[src/rtl/hvsync_pattern_ctrl_if.sv]
// Video timing and test-pattern outputs of hvsync_pattern_ctrl bundled as one interface.
// master = the timing generator, slave = any video sink or observer.
interface hvsync_pattern_ctrl_if;
  logic       pix_en;
  logic       hsync;
  logic       vsync;
  logic       display_on;
  logic [9:0] hpos;
  logic [9:0] vpos;
  logic       frame_start;
  logic [1:0] mode;
  logic [2:0] rgb;

  modport master (output pix_en, hsync, vsync, display_on, hpos, vpos, frame_start, mode, rgb);
  modport slave  (input  pix_en, hsync, vsync, display_on, hpos, vpos, frame_start, mode, rgb);
endinterface

[src/rtl/hvsync_pattern_ctrl.sv]
// VGA-style sync generator with key-selected test patterns; clk runs at twice the pixel rate.
// Optional macro HVSYNC_FRAME_CNT_EN adds the 8-bit frame_cnt output port.
module hvsync_pattern_ctrl #(
  parameter int H_DISPLAY = 640,
  parameter int H_FRONT   = 16,
  parameter int H_SYNC    = 96,
  parameter int H_BACK    = 48,
  parameter int V_DISPLAY = 480,
  parameter int V_BOTTOM  = 10,
  parameter int V_SYNC    = 2,
  parameter int V_TOP     = 33
) (
  input  logic                  clk,
  input  logic                  reset,
  input  logic [3:0]            keys,
  hvsync_pattern_ctrl_if.master vid
`ifdef HVSYNC_FRAME_CNT_EN
  ,
  output logic [7:0]            frame_cnt
`endif
);

  localparam int H_TOTAL = H_DISPLAY + H_FRONT + H_SYNC + H_BACK;
  localparam int V_TOTAL = V_DISPLAY + V_BOTTOM + V_SYNC + V_TOP;

  localparam logic [9:0] H_LAST     = 10'(H_TOTAL - 1);
  localparam logic [9:0] V_LAST     = 10'(V_TOTAL - 1);
  localparam logic [9:0] H_VIS      = 10'(H_DISPLAY);
  localparam logic [9:0] V_VIS      = 10'(V_DISPLAY);
  localparam logic [9:0] HS_FIRST   = 10'(H_DISPLAY + H_FRONT);
  localparam logic [9:0] HS_LAST    = 10'(H_DISPLAY + H_FRONT + H_SYNC - 1);
  localparam logic [9:0] VS_FIRST   = 10'(V_DISPLAY + V_BOTTOM);
  localparam logic [9:0] VS_LAST    = 10'(V_DISPLAY + V_BOTTOM + V_SYNC - 1);

  typedef enum logic [1:0] {
    IDLE     = 2'd0,
    REQ_NEXT = 2'd1,
    REQ_PREV = 2'd2
  } req_state_e;

  logic       run_q, run_d;
  logic       pix_en_q, pix_en_d;
  logic [9:0] hpos_q, hpos_d;
  logic [9:0] vpos_q, vpos_d;
  logic       hsync_q, hsync_d;
  logic       vsync_q, vsync_d;
  logic       disp_q, disp_d;
  logic [2:0] rgb_q, rgb_d;
  logic       frame_start_q, frame_start_d;
  logic [1:0] mode_q, mode_d;
  logic [3:0] key_meta_q, key_meta_d;
  logic [3:0] key_sync_q, key_sync_d;
  logic [1:0] key_prev_q, key_prev_d;
  req_state_e state_q, state_d;

  logic advance;
  logic h_wrap;
  logic v_wrap;
  logic next_edge;
  logic prev_edge;

  // Timing counters, key synchronisers and registered outputs (computed from next values
  // so they line up with hpos/vpos in the same cycle).
  always_comb begin
    run_d      = 1'b1;
    pix_en_d   = ~pix_en_q;
    key_meta_d = keys;
    key_sync_d = key_meta_q;
    key_prev_d = key_sync_q[1:0];

    // The first edge after reset only raises pix_en; counting starts on the next rise.
    advance = run_q & ~pix_en_q;
    h_wrap  = (hpos_q == H_LAST);
    v_wrap  = (vpos_q == V_LAST);

    hpos_d = hpos_q;
    vpos_d = vpos_q;
    if (advance) begin
      if (h_wrap) begin
        hpos_d = '0;
        vpos_d = v_wrap ? '0 : vpos_q + 10'd1;
      end else begin
        hpos_d = hpos_q + 10'd1;
      end
    end
    frame_start_d = advance & h_wrap & v_wrap;

    hsync_d = ~((hpos_d >= HS_FIRST) && (hpos_d <= HS_LAST));
    vsync_d = ~((vpos_d >= VS_FIRST) && (vpos_d <= VS_LAST));
    disp_d  = (hpos_d < H_VIS) && (vpos_d < V_VIS);

    rgb_d = 3'd0;
    if (disp_d) begin
      case (mode_d)
        2'd0:    rgb_d = hpos_d[8:6];
        2'd1:    rgb_d = {3{hpos_d[5] ^ vpos_d[5]}};
        2'd2:    rgb_d = ((hpos_d[4:0] == 5'd0) || (vpos_d[4:0] == 5'd0)) ? 3'd7 : 3'd0;
        default: rgb_d = {1'b0, key_sync_d[3:2]};
      endcase
    end
  end

  // Pending-request FSM: a fresh edge always wins over the frame_start clear.
  always_comb begin
    next_edge = key_sync_q[0] & ~key_prev_q[0];
    prev_edge = key_sync_q[1] & ~key_prev_q[1];
    state_d   = state_q;
    mode_d    = mode_q;

    if (frame_start_q) begin
      case (state_q)
        REQ_NEXT: mode_d = mode_q + 2'd1;
        REQ_PREV: mode_d = mode_q - 2'd1;
        default:  mode_d = mode_q;
      endcase
      state_d = IDLE;
    end

    if (next_edge && prev_edge) begin
      state_d = IDLE;
    end else if (next_edge) begin
      state_d = REQ_NEXT;
    end else if (prev_edge) begin
      state_d = REQ_PREV;
    end
  end

  always_ff @(posedge clk or posedge reset) begin
    if (reset) begin
      state_q <= IDLE;
    end else begin
      state_q <= state_d;
    end
  end

  always_ff @(posedge clk or posedge reset) begin
    if (reset) begin
      run_q         <= 1'b0;
      pix_en_q      <= 1'b0;
      hpos_q        <= '0;
      vpos_q        <= '0;
      hsync_q       <= 1'b1;
      vsync_q       <= 1'b1;
      disp_q        <= 1'b1;
      rgb_q         <= '0;
      frame_start_q <= 1'b0;
      mode_q        <= '0;
      key_meta_q    <= '0;
      key_sync_q    <= '0;
      key_prev_q    <= '0;
    end else begin
      run_q         <= run_d;
      pix_en_q      <= pix_en_d;
      hpos_q        <= hpos_d;
      vpos_q        <= vpos_d;
      hsync_q       <= hsync_d;
      vsync_q       <= vsync_d;
      disp_q        <= disp_d;
      rgb_q         <= rgb_d;
      frame_start_q <= frame_start_d;
      mode_q        <= mode_d;
      key_meta_q    <= key_meta_d;
      key_sync_q    <= key_sync_d;
      key_prev_q    <= key_prev_d;
    end
  end

`ifdef HVSYNC_FRAME_CNT_EN
  logic [7:0] frame_cnt_q, frame_cnt_d;

  always_comb begin
    frame_cnt_d = frame_cnt_q;
    if (frame_start_q) begin
      frame_cnt_d = frame_cnt_q + 8'd1;
    end
  end

  always_ff @(posedge clk or posedge reset) begin
    if (reset) begin
      frame_cnt_q <= '0;
    end else begin
      frame_cnt_q <= frame_cnt_d;
    end
  end

  assign frame_cnt = frame_cnt_q;
`endif

  assign vid.pix_en      = pix_en_q;
  assign vid.hsync       = hsync_q;
  assign vid.vsync       = vsync_q;
  assign vid.display_on  = disp_q;
  assign vid.hpos        = hpos_q;
  assign vid.vpos        = vpos_q;
  assign vid.frame_start = frame_start_q;
  assign vid.mode        = mode_q;
  assign vid.rgb         = rgb_q;

endmodule

[src/flat_wrapper.sv]
// flat-port wrapper written by rule: the top's interface ports become plain ports
module hvsync_pattern_ctrl_flat 
#(
  parameter int H_DISPLAY = 640,
  parameter int H_FRONT   = 16,
  parameter int H_SYNC    = 96,
  parameter int H_BACK    = 48,
  parameter int V_DISPLAY = 480,
  parameter int V_BOTTOM  = 10,
  parameter int V_SYNC    = 2,
  parameter int V_TOP     = 33
)
  (clk, reset, keys, vid_pix_en, vid_hsync, vid_vsync, vid_display_on, vid_hpos, vid_vpos, vid_frame_start, vid_mode, vid_rgb);
  hvsync_pattern_ctrl_if vid_i ();
  input  logic clk;
  input  logic reset;
  input  logic [3:0] keys;
  output wire logic [$bits(vid_i.pix_en)-1:0] vid_pix_en;
  output wire logic [$bits(vid_i.hsync)-1:0] vid_hsync;
  output wire logic [$bits(vid_i.vsync)-1:0] vid_vsync;
  output wire logic [$bits(vid_i.display_on)-1:0] vid_display_on;
  output wire logic [$bits(vid_i.hpos)-1:0] vid_hpos;
  output wire logic [$bits(vid_i.vpos)-1:0] vid_vpos;
  output wire logic [$bits(vid_i.frame_start)-1:0] vid_frame_start;
  output wire logic [$bits(vid_i.mode)-1:0] vid_mode;
  output wire logic [$bits(vid_i.rgb)-1:0] vid_rgb;
  assign vid_pix_en = vid_i.pix_en;
  assign vid_hsync = vid_i.hsync;
  assign vid_vsync = vid_i.vsync;
  assign vid_display_on = vid_i.display_on;
  assign vid_hpos = vid_i.hpos;
  assign vid_vpos = vid_i.vpos;
  assign vid_frame_start = vid_i.frame_start;
  assign vid_mode = vid_i.mode;
  assign vid_rgb = vid_i.rgb;
  hvsync_pattern_ctrl #(.H_DISPLAY(H_DISPLAY), .H_FRONT(H_FRONT), .H_SYNC(H_SYNC), .H_BACK(H_BACK), .V_DISPLAY(V_DISPLAY), .V_BOTTOM(V_BOTTOM), .V_SYNC(V_SYNC), .V_TOP(V_TOP)) u_core (.clk(clk), .reset(reset), .keys(keys), .vid(vid_i));
endmodule
[config.mk]
export PLATFORM = sky130hd
export DESIGN_NAME = hvsync_pattern_ctrl_flat
export DESIGN_NICKNAME = d
export VERILOG_FILES = /design/src/rtl/hvsync_pattern_ctrl_if.sv /design/src/rtl/hvsync_pattern_ctrl.sv /design/src/flat_wrapper.sv
export SDC_FILE = /design/constraint.sdc
export NUM_CORES = 1
export LEC_CHECK = 0
export BUFFER_PORTS_ARGS = -buffer_cell sky130_fd_sc_hd__buf_2
export CORE_ASPECT_RATIO = 0.5
export CORE_MARGIN = 5
export CORE_UTILIZATION = 58
export DETAILED_ROUTE_END_ITERATION = 10
export PLACE_DENSITY = 0.79
export SLEW_MARGIN = 0
export SYNTH_ARGS = -nofsm -noshare
export SYNTH_HDL_FRONTEND = slang
export SYNTH_SLANG_ARGS = --single-unit
[constraint.sdc]
create_clock -name clk -period 3.25 [get_ports clk]
set_input_delay 0.1625 -clock clk [delete_from_list [all_inputs] [get_ports clk]]
set_output_delay 0.1625 -clock clk [all_outputs]
set_load 0.02 [all_outputs]
# Yosys cells after proc, flatten, opt, wreduce, memory -nomap -nowiden
# Cells that the tools add are included.
# op_classes
n_addsub,4
order_cmp,6
eq_ne,6
n_mux,14
n_bitwise,11
n_reduce_logical,9
# op_table
operator,n
$mux W10,5
$add A10 B1 Y10 const B,2
$eq A10 B10 Y1 const B,2
$ge A10 B10 Y1 const B,1
$ge A10 B9 Y1 const B,1
$le A10 B10 Y1 const B,1
$le A10 B9 Y1 const B,1
$logic_not A5 Y1,2
$lt A10 B10 Y1 const B,1
$lt A10 B9 Y1 const B,1
$mux W2,5
$pmux W3 S3,1
$mux W3,2
$and A1 B1 Y1,5
$not A1 Y1,5
$eq A2 B1 Y1 const B,2
$eq A2 B2 Y1 const B,2
$logic_and A1 B1 Y1,4
$pmux W2 S2,1
$reduce_bool A4 Y1,1
$add A2 B1 Y2 const B,1
$logic_not A2 Y1,1
$sub A2 B1 Y2 const B,1
$logic_or A1 B1 Y1,1
$xor A1 B1 Y1,1
# word_totals
regBits,41
inputBits,6
out_inout_bits,30
wordCells,64

# Longest topological paths before layout
# logic_depth
word_depth,9
ltp_mapped,8
mapped_depth_nobuf,8

# Least setup slack after synthesis
# OpenSTA, ideal clock, no wires.
# synth_timing
path_kind,register -> register
start,"register u_core.hpos_q[0], in the netlist u_core.vid.hpos[0]"
end,"register u_core.rgb_q[1], in the netlist u_core.vid.rgb[1]"
setup_ps,128
t_arrival_ps,2060
required_time_ps,3122
path_slack_ps,1062
path_stages_with_launch,8
path_buffers,0
period_less_slack_ps,2188
path_cell_list,dfrtp_1 > ha_1 > and3b_1 > nand4_4 > or4_1 > a21boi_1 > a211o_1 > a31oi_1
# synth_via
elab_chain_cells,8
elab_cells_between_ends,16
classes_between,add/sub (1); order compare (2); eq/ne (1); mux (7); bitwise (1); reduce/logical (4)
# synth_lines
element,line,rtl
from (decl),hvsync_pattern_ctrl.sv:43,"logic [9:0] hpos_q, hpos_d;"
from (signal assigned),hvsync_pattern_ctrl.sv:154,hpos_q <= hpos_d;
"parallel branches: the longest is 7 deep, another holds $add A10 B1 Y10",n/a,
$mux W3 *,hvsync_pattern_ctrl.sv:93,if (disp_d) begin
named net u_core.rgb_d[1],hvsync_pattern_ctrl.sv:48,"logic [2:0] rgb_q, rgb_d;"
to (signal assigned),hvsync_pattern_ctrl.sv:159,rgb_q <= rgb_d;
to (decl),hvsync_pattern_ctrl.sv:48,
# Mark *: on every way through the listed nets, which the timed path passes.
# A chain may end at the register's enable or synchronous reset.

# Worst setup path after layout
# layout_timing
start,"register u_core.hpos_q[0], in the netlist u_core.vid.hpos[0]"
end,"register u_core.rgb_q[1], in the netlist u_core.vid.rgb[1]"
# layout_via
elab_cells_between_ends,16
classes_between,add/sub (1); order compare (2); eq/ne (1); mux (7); bitwise (1); reduce/logical (4)
# layout_lines
element,line,rtl
$eq A10 B10 Y1,hvsync_pattern_ctrl.sv:73,h_wrap = (hpos_q == H_LAST);
$mux W10,hvsync_pattern_ctrl.sv:79,if (h_wrap) begin
$mux W10,hvsync_pattern_ctrl.sv:78,if (advance) begin
named net u_core.vpos_d[9],hvsync_pattern_ctrl.sv:44,"logic [9:0] vpos_q, vpos_d;"
$lt A10 B9 Y1,hvsync_pattern_ctrl.sv:90,disp_d = (hpos_d < H_VIS) && (vpos_d < V_VIS);
$logic_and A1 B1 Y1,hvsync_pattern_ctrl.sv:90,
$mux W3,hvsync_pattern_ctrl.sv:93,
named net u_core.rgb_d[1],hvsync_pattern_ctrl.sv:48,
# The timed path passes the listed nets, and every way through them passes these cells.

==> results.json <==
{
  "grt_pass1_vias": 1597,
  "fp.coreArea_mm2": 0.00347,
  "row_count": 15,
  "design_area_mm2": 0.00246,
  "synthesis.area_mm2": 0.00212,
  "dpl_worst_slack_ps": 840,
  "ioPinCount": 36,
  "diodes": 0,
  "clk_pin_slew_ps": 80,
  "drc": 0,
  "finalCriticalPeriod_ps": 2450,
  "power_frac_clock_pct": 28.6,
  "crit_chain": "ha_1 -> and3b_1 -> and4_1 -> o21ai_0 -> a22o_1 -> a211o_1 -> a31oi_1",
  "root_buffer": "clkbuf_8",
  "cts_resized": 0,
  "status": "finished clean",
  "yosysTopAreaCellShare_pct": 44.9,
  "r2r_start": "u_core.vid.hpos[0]",
  "fin_nets": 258,
  "period_share_pct": 75.5,
  "synth-simple-area-share_pct": 24.3,
  "grt_overflow": 0,
  "synth-seq-area-share_pct": 48.6,
  "synth_cell_types": 53,
  "gr-usage-all-layers_pct": 20.2,
  "gp_congestion": 0.929,
  "dr_wl_met3_um": 308,
  "yosys_warnings": 0,
  "drt_wl_total_um": 4530,
  "crit_path_max_fanout": 12,
  "relSlewSlack_pct": 64.1,
  "dr_wl_met2_um": 1940,
  "synth_ff_type": "dfrtp_1",
  "tns_ps": 0,
  "first_pass_iters": 4,
  "grt_max_degree": 42,
  "worst-endpoint-arrival_ps": 2680,
  "p_int_mw": 0.831,
  "switching_share_pct": 32.8,
  "drv_cap": 0,
  "hold_start": "u_core.key_meta_q[1]",
  "cts.sink_count": 41,
  "worst_slew_pin_slew_ps": 525,
  "m1WireLength_um": 2180,
  "synthMuxAreaShare_pct": 1.54,
  "ys_top_cells_by_area": "dfrtp_1, dfstp_2, xnor2_1",
  "syn-num-nets": 218,
  "power_switching_mw": 0.406,
  "p_per_area_mw_per_mm2": 502,
  "htree_levels": 2,
  "vias_per_cell": 5.70,
  "drive_above_1_share_pct": 22.5,
  "dieArea_mm2": 0.00503,
  "place_area_mm2": 0.00232,
  "synth_most_common_cell": "dfrtp_1",
  "clk_latency_ps": 300,
  "pwr-share-comb_pct": 20.7,
  "ys_ff_latch": 41,
  "min_to": "u_core.key_sync_q[1]",
  "cp_slowest_stage_delay_ps": 500,
  "hp-class": "flop to flop",
  "syn2layout_area_growth_pct": 16.4,
  "rrSetupSlack_ps": 800,
  "skew_ps": 11.3,
  "multiInputGateArea_um2": 992,
  "synth_compound_area_share_pct": 13.1,
  "synth_top_family_by_area": "simple AND/OR/NAND/NOR gates",
  "synthCells": 208,
  "worstSetupEndpointType": "flop",
  "drtIter0Drc": 120,
  "final_antenna_net_count": 0,
  "fillers": 260,
  "vias": 1709,
  "seqPwrFrac_pct": 50.7,
  "worstHoldPathCells": 0,
  "p_leak_nw": 1.17,
  "hpwl_um": 3210,
  "die_w_um": 95.4,
  "grt_pass1_wl_um": 7620,
  "cpMaxStageDelayCell": "and4_1",
  "worstReg2RegEnd": "u_core.vid.rgb[1]",
  "max-vdd-ir-drop_mv": 0.333,
  "syn_area_per_cell_um2": 10.2,
  "seqCellArea_mm2": 0.00103,
  "rsz0062_at_grt": "false",
  "synth_edf_count": 0,
  "async_flop_share_pct": 100,
  "synth_common_cells": "dfrtp_1, nor2_1, inv_1, nand2_1, nor3_1",
  "setup_viol": 0,
  "start_kind": "flop",
  "synthAdderAreaFrac_pct": 2.36,
  "ff2ff_path_depth": 7,
  "synth-xor-area-share_pct": 5.38,
  "cts_buffers": 5,
  "hold_viol": 0,
  "max_freq_ghz": 0.407,
  "worst_slack_ps": 796,
  "dieHeight_um": 52.7,
  "yosysTopAreaCell": "dfrtp_1",
  "antenna_found_initial": 0,
  "required_ps": 3470,
  "initial_core_util_pct": 61.0,
  "cts_tree": "done",
  "clockBufferDepth": 2,
  "slew_viol_final": 0,
  "routedWlPerCell_um": 15.1,
  "io_buffers": 35,
  "highest-signal-layer": "met4",
  "criticalPathCategory": "flop to flop"
}
## critical path, delay by kind of cell (launching register included)
family	cells	cell delay, ps
AOI/OAI and AO/OA	4	950
and+or+nand+nor	2	770
DFF	1	470
adders and majority gates	1	200
## registers in the layout, indices dropped and copies added, names as in the netlist
register and count:
u_core.vid.frame_start 1, u_core.vid.vsync 1, u_core.vid.hpos 10, u_core.vid.display_on 1
u_core.run_q 1, u_core.vid.hsync 1, u_core.vid.rgb 3, u_core.vid.mode 2
u_core.key_sync_q 2, u_core.vid.pix_en 1, u_core.key_meta_q 4, u_core.state_q 2
u_core.key_prev_q 2, u_core.vid.vpos 10
## repair_timing
action / 4_1_cts / 5_1_grt
hold endpoints to repair: 35 / 0
buffers inserted: 0 / 0
hold buffers: 5 / 0
## stage by stage
| step | hold WS (ps) | total power [mW] | utilization, % | instances |
|---|---|---|---|---|
| 5_1_grt | 361 | 1.31 | 71.0 | 300 |
| 3_3_place_gp | 270 | 0.881 | 66.7 | 287 |
| 3_5_place_dp | 272 | 0.886 | 66.7 | 287 |
| 2_1_floorplan | 194 | 0.815 | - | 208 |
| 6_report | 351 | 1.24 | 71.0 | 300 |
| 4_1_cts | 352 | 1.24 | 71.0 | 300 |
## final cells by class
class                           count  share of cell area [%]
Sequential cell                    41                    41.8
Multi-Input combinational cell    146                    40.3
Clock buffer                        6                    3.35
Tap cell                           51                    2.59
Timing Repair Buffer               41                    9.45
Inverter                           13                    1.98
Clock inverter                      2                   0.559
## placed cells by master (no fill, tap or decap), types with 2 or more instances in the layout
cell type	instances
a31oi_1	4
ha_1	4
and4b_1	3
o21ai_0	8
nor4_1	2
xor2_1	5
o31ai_1	2
a21oi_1	7
o21a_1	3
nor2b_1	2
xnor2_1	8
nand3_1	10
or3_1	2
nand2_1	13
dlygate4sd3_1	5
clkbuf_8	6
or4_1	2
and2_1	3
a211o_1	2
o311ai_0	2
nand2b_1	5
nor2_1	15
nand4_1	4
dfstp_2	3
a2bb2oi_1	2
inv_1	13
nor3_1	11
dfrtp_1	38
and4_1	2
buf_2	35
mux2_2	2
nand3b_1	3
## how the worst max path moves through the flow
stage	from	endpoint	slack, ps
2_1_floorplan	u_core.vid.hpos[0]	u_core.vid.rgb[1]	1060
3_3_place_gp	u_core.vid.hpos[0]	u_core.vid.rgb[0]	970
3_5_place_dp	u_core.vid.hpos[0]	u_core.vid.rgb[2]	840
4_1_cts	u_core.vid.hpos[0]	u_core.vid.rgb[2]	840
5_1_grt	u_core.vid.hpos[0]	u_core.vid.rgb[1]	580
6_report	u_core.vid.hpos[0]	u_core.vid.rgb[1]	800
## power groups by stage
| stage | Combinational (mW) | Sequential [mW] | Clock [mW] |
|---|---|---|---|
| after detailed placement | 0.251 | 0.635 | 0 |
| final | 0.256 | 0.627 | 0.354 |
| after global routing | 0.288 | 0.638 | 0.387 |
| after CTS | 0.258 | 0.625 | 0.360 |
| after global placement | 0.252 | 0.629 | 0 |
| after floorplan | 0.167 | 0.648 | 0 |
## per-layer routing
| metal | vias to the layer above | track usage, % |
|---|---|---|
| met3 | 13 | 5.16 |
| met2 | 67 | 31.3 |
| li1 | 830 | - |
| met1 | 799 | 27.2 |
| met4 | 0 | 8.25 |
| met5 | - | 0 |
## cell families after synthesis
group                    after synthesis
other                                  1
buffers and inverters                 21
adder cells (fa/ha/maj)                4
multiplexers                           3
AO/OA/AOI/OAI                         39
AND/OR/NAND/NOR                       86
XOR/XNOR                              13
flip-flops                            41
Note: power is estimated with default switching activity, not from simulation.
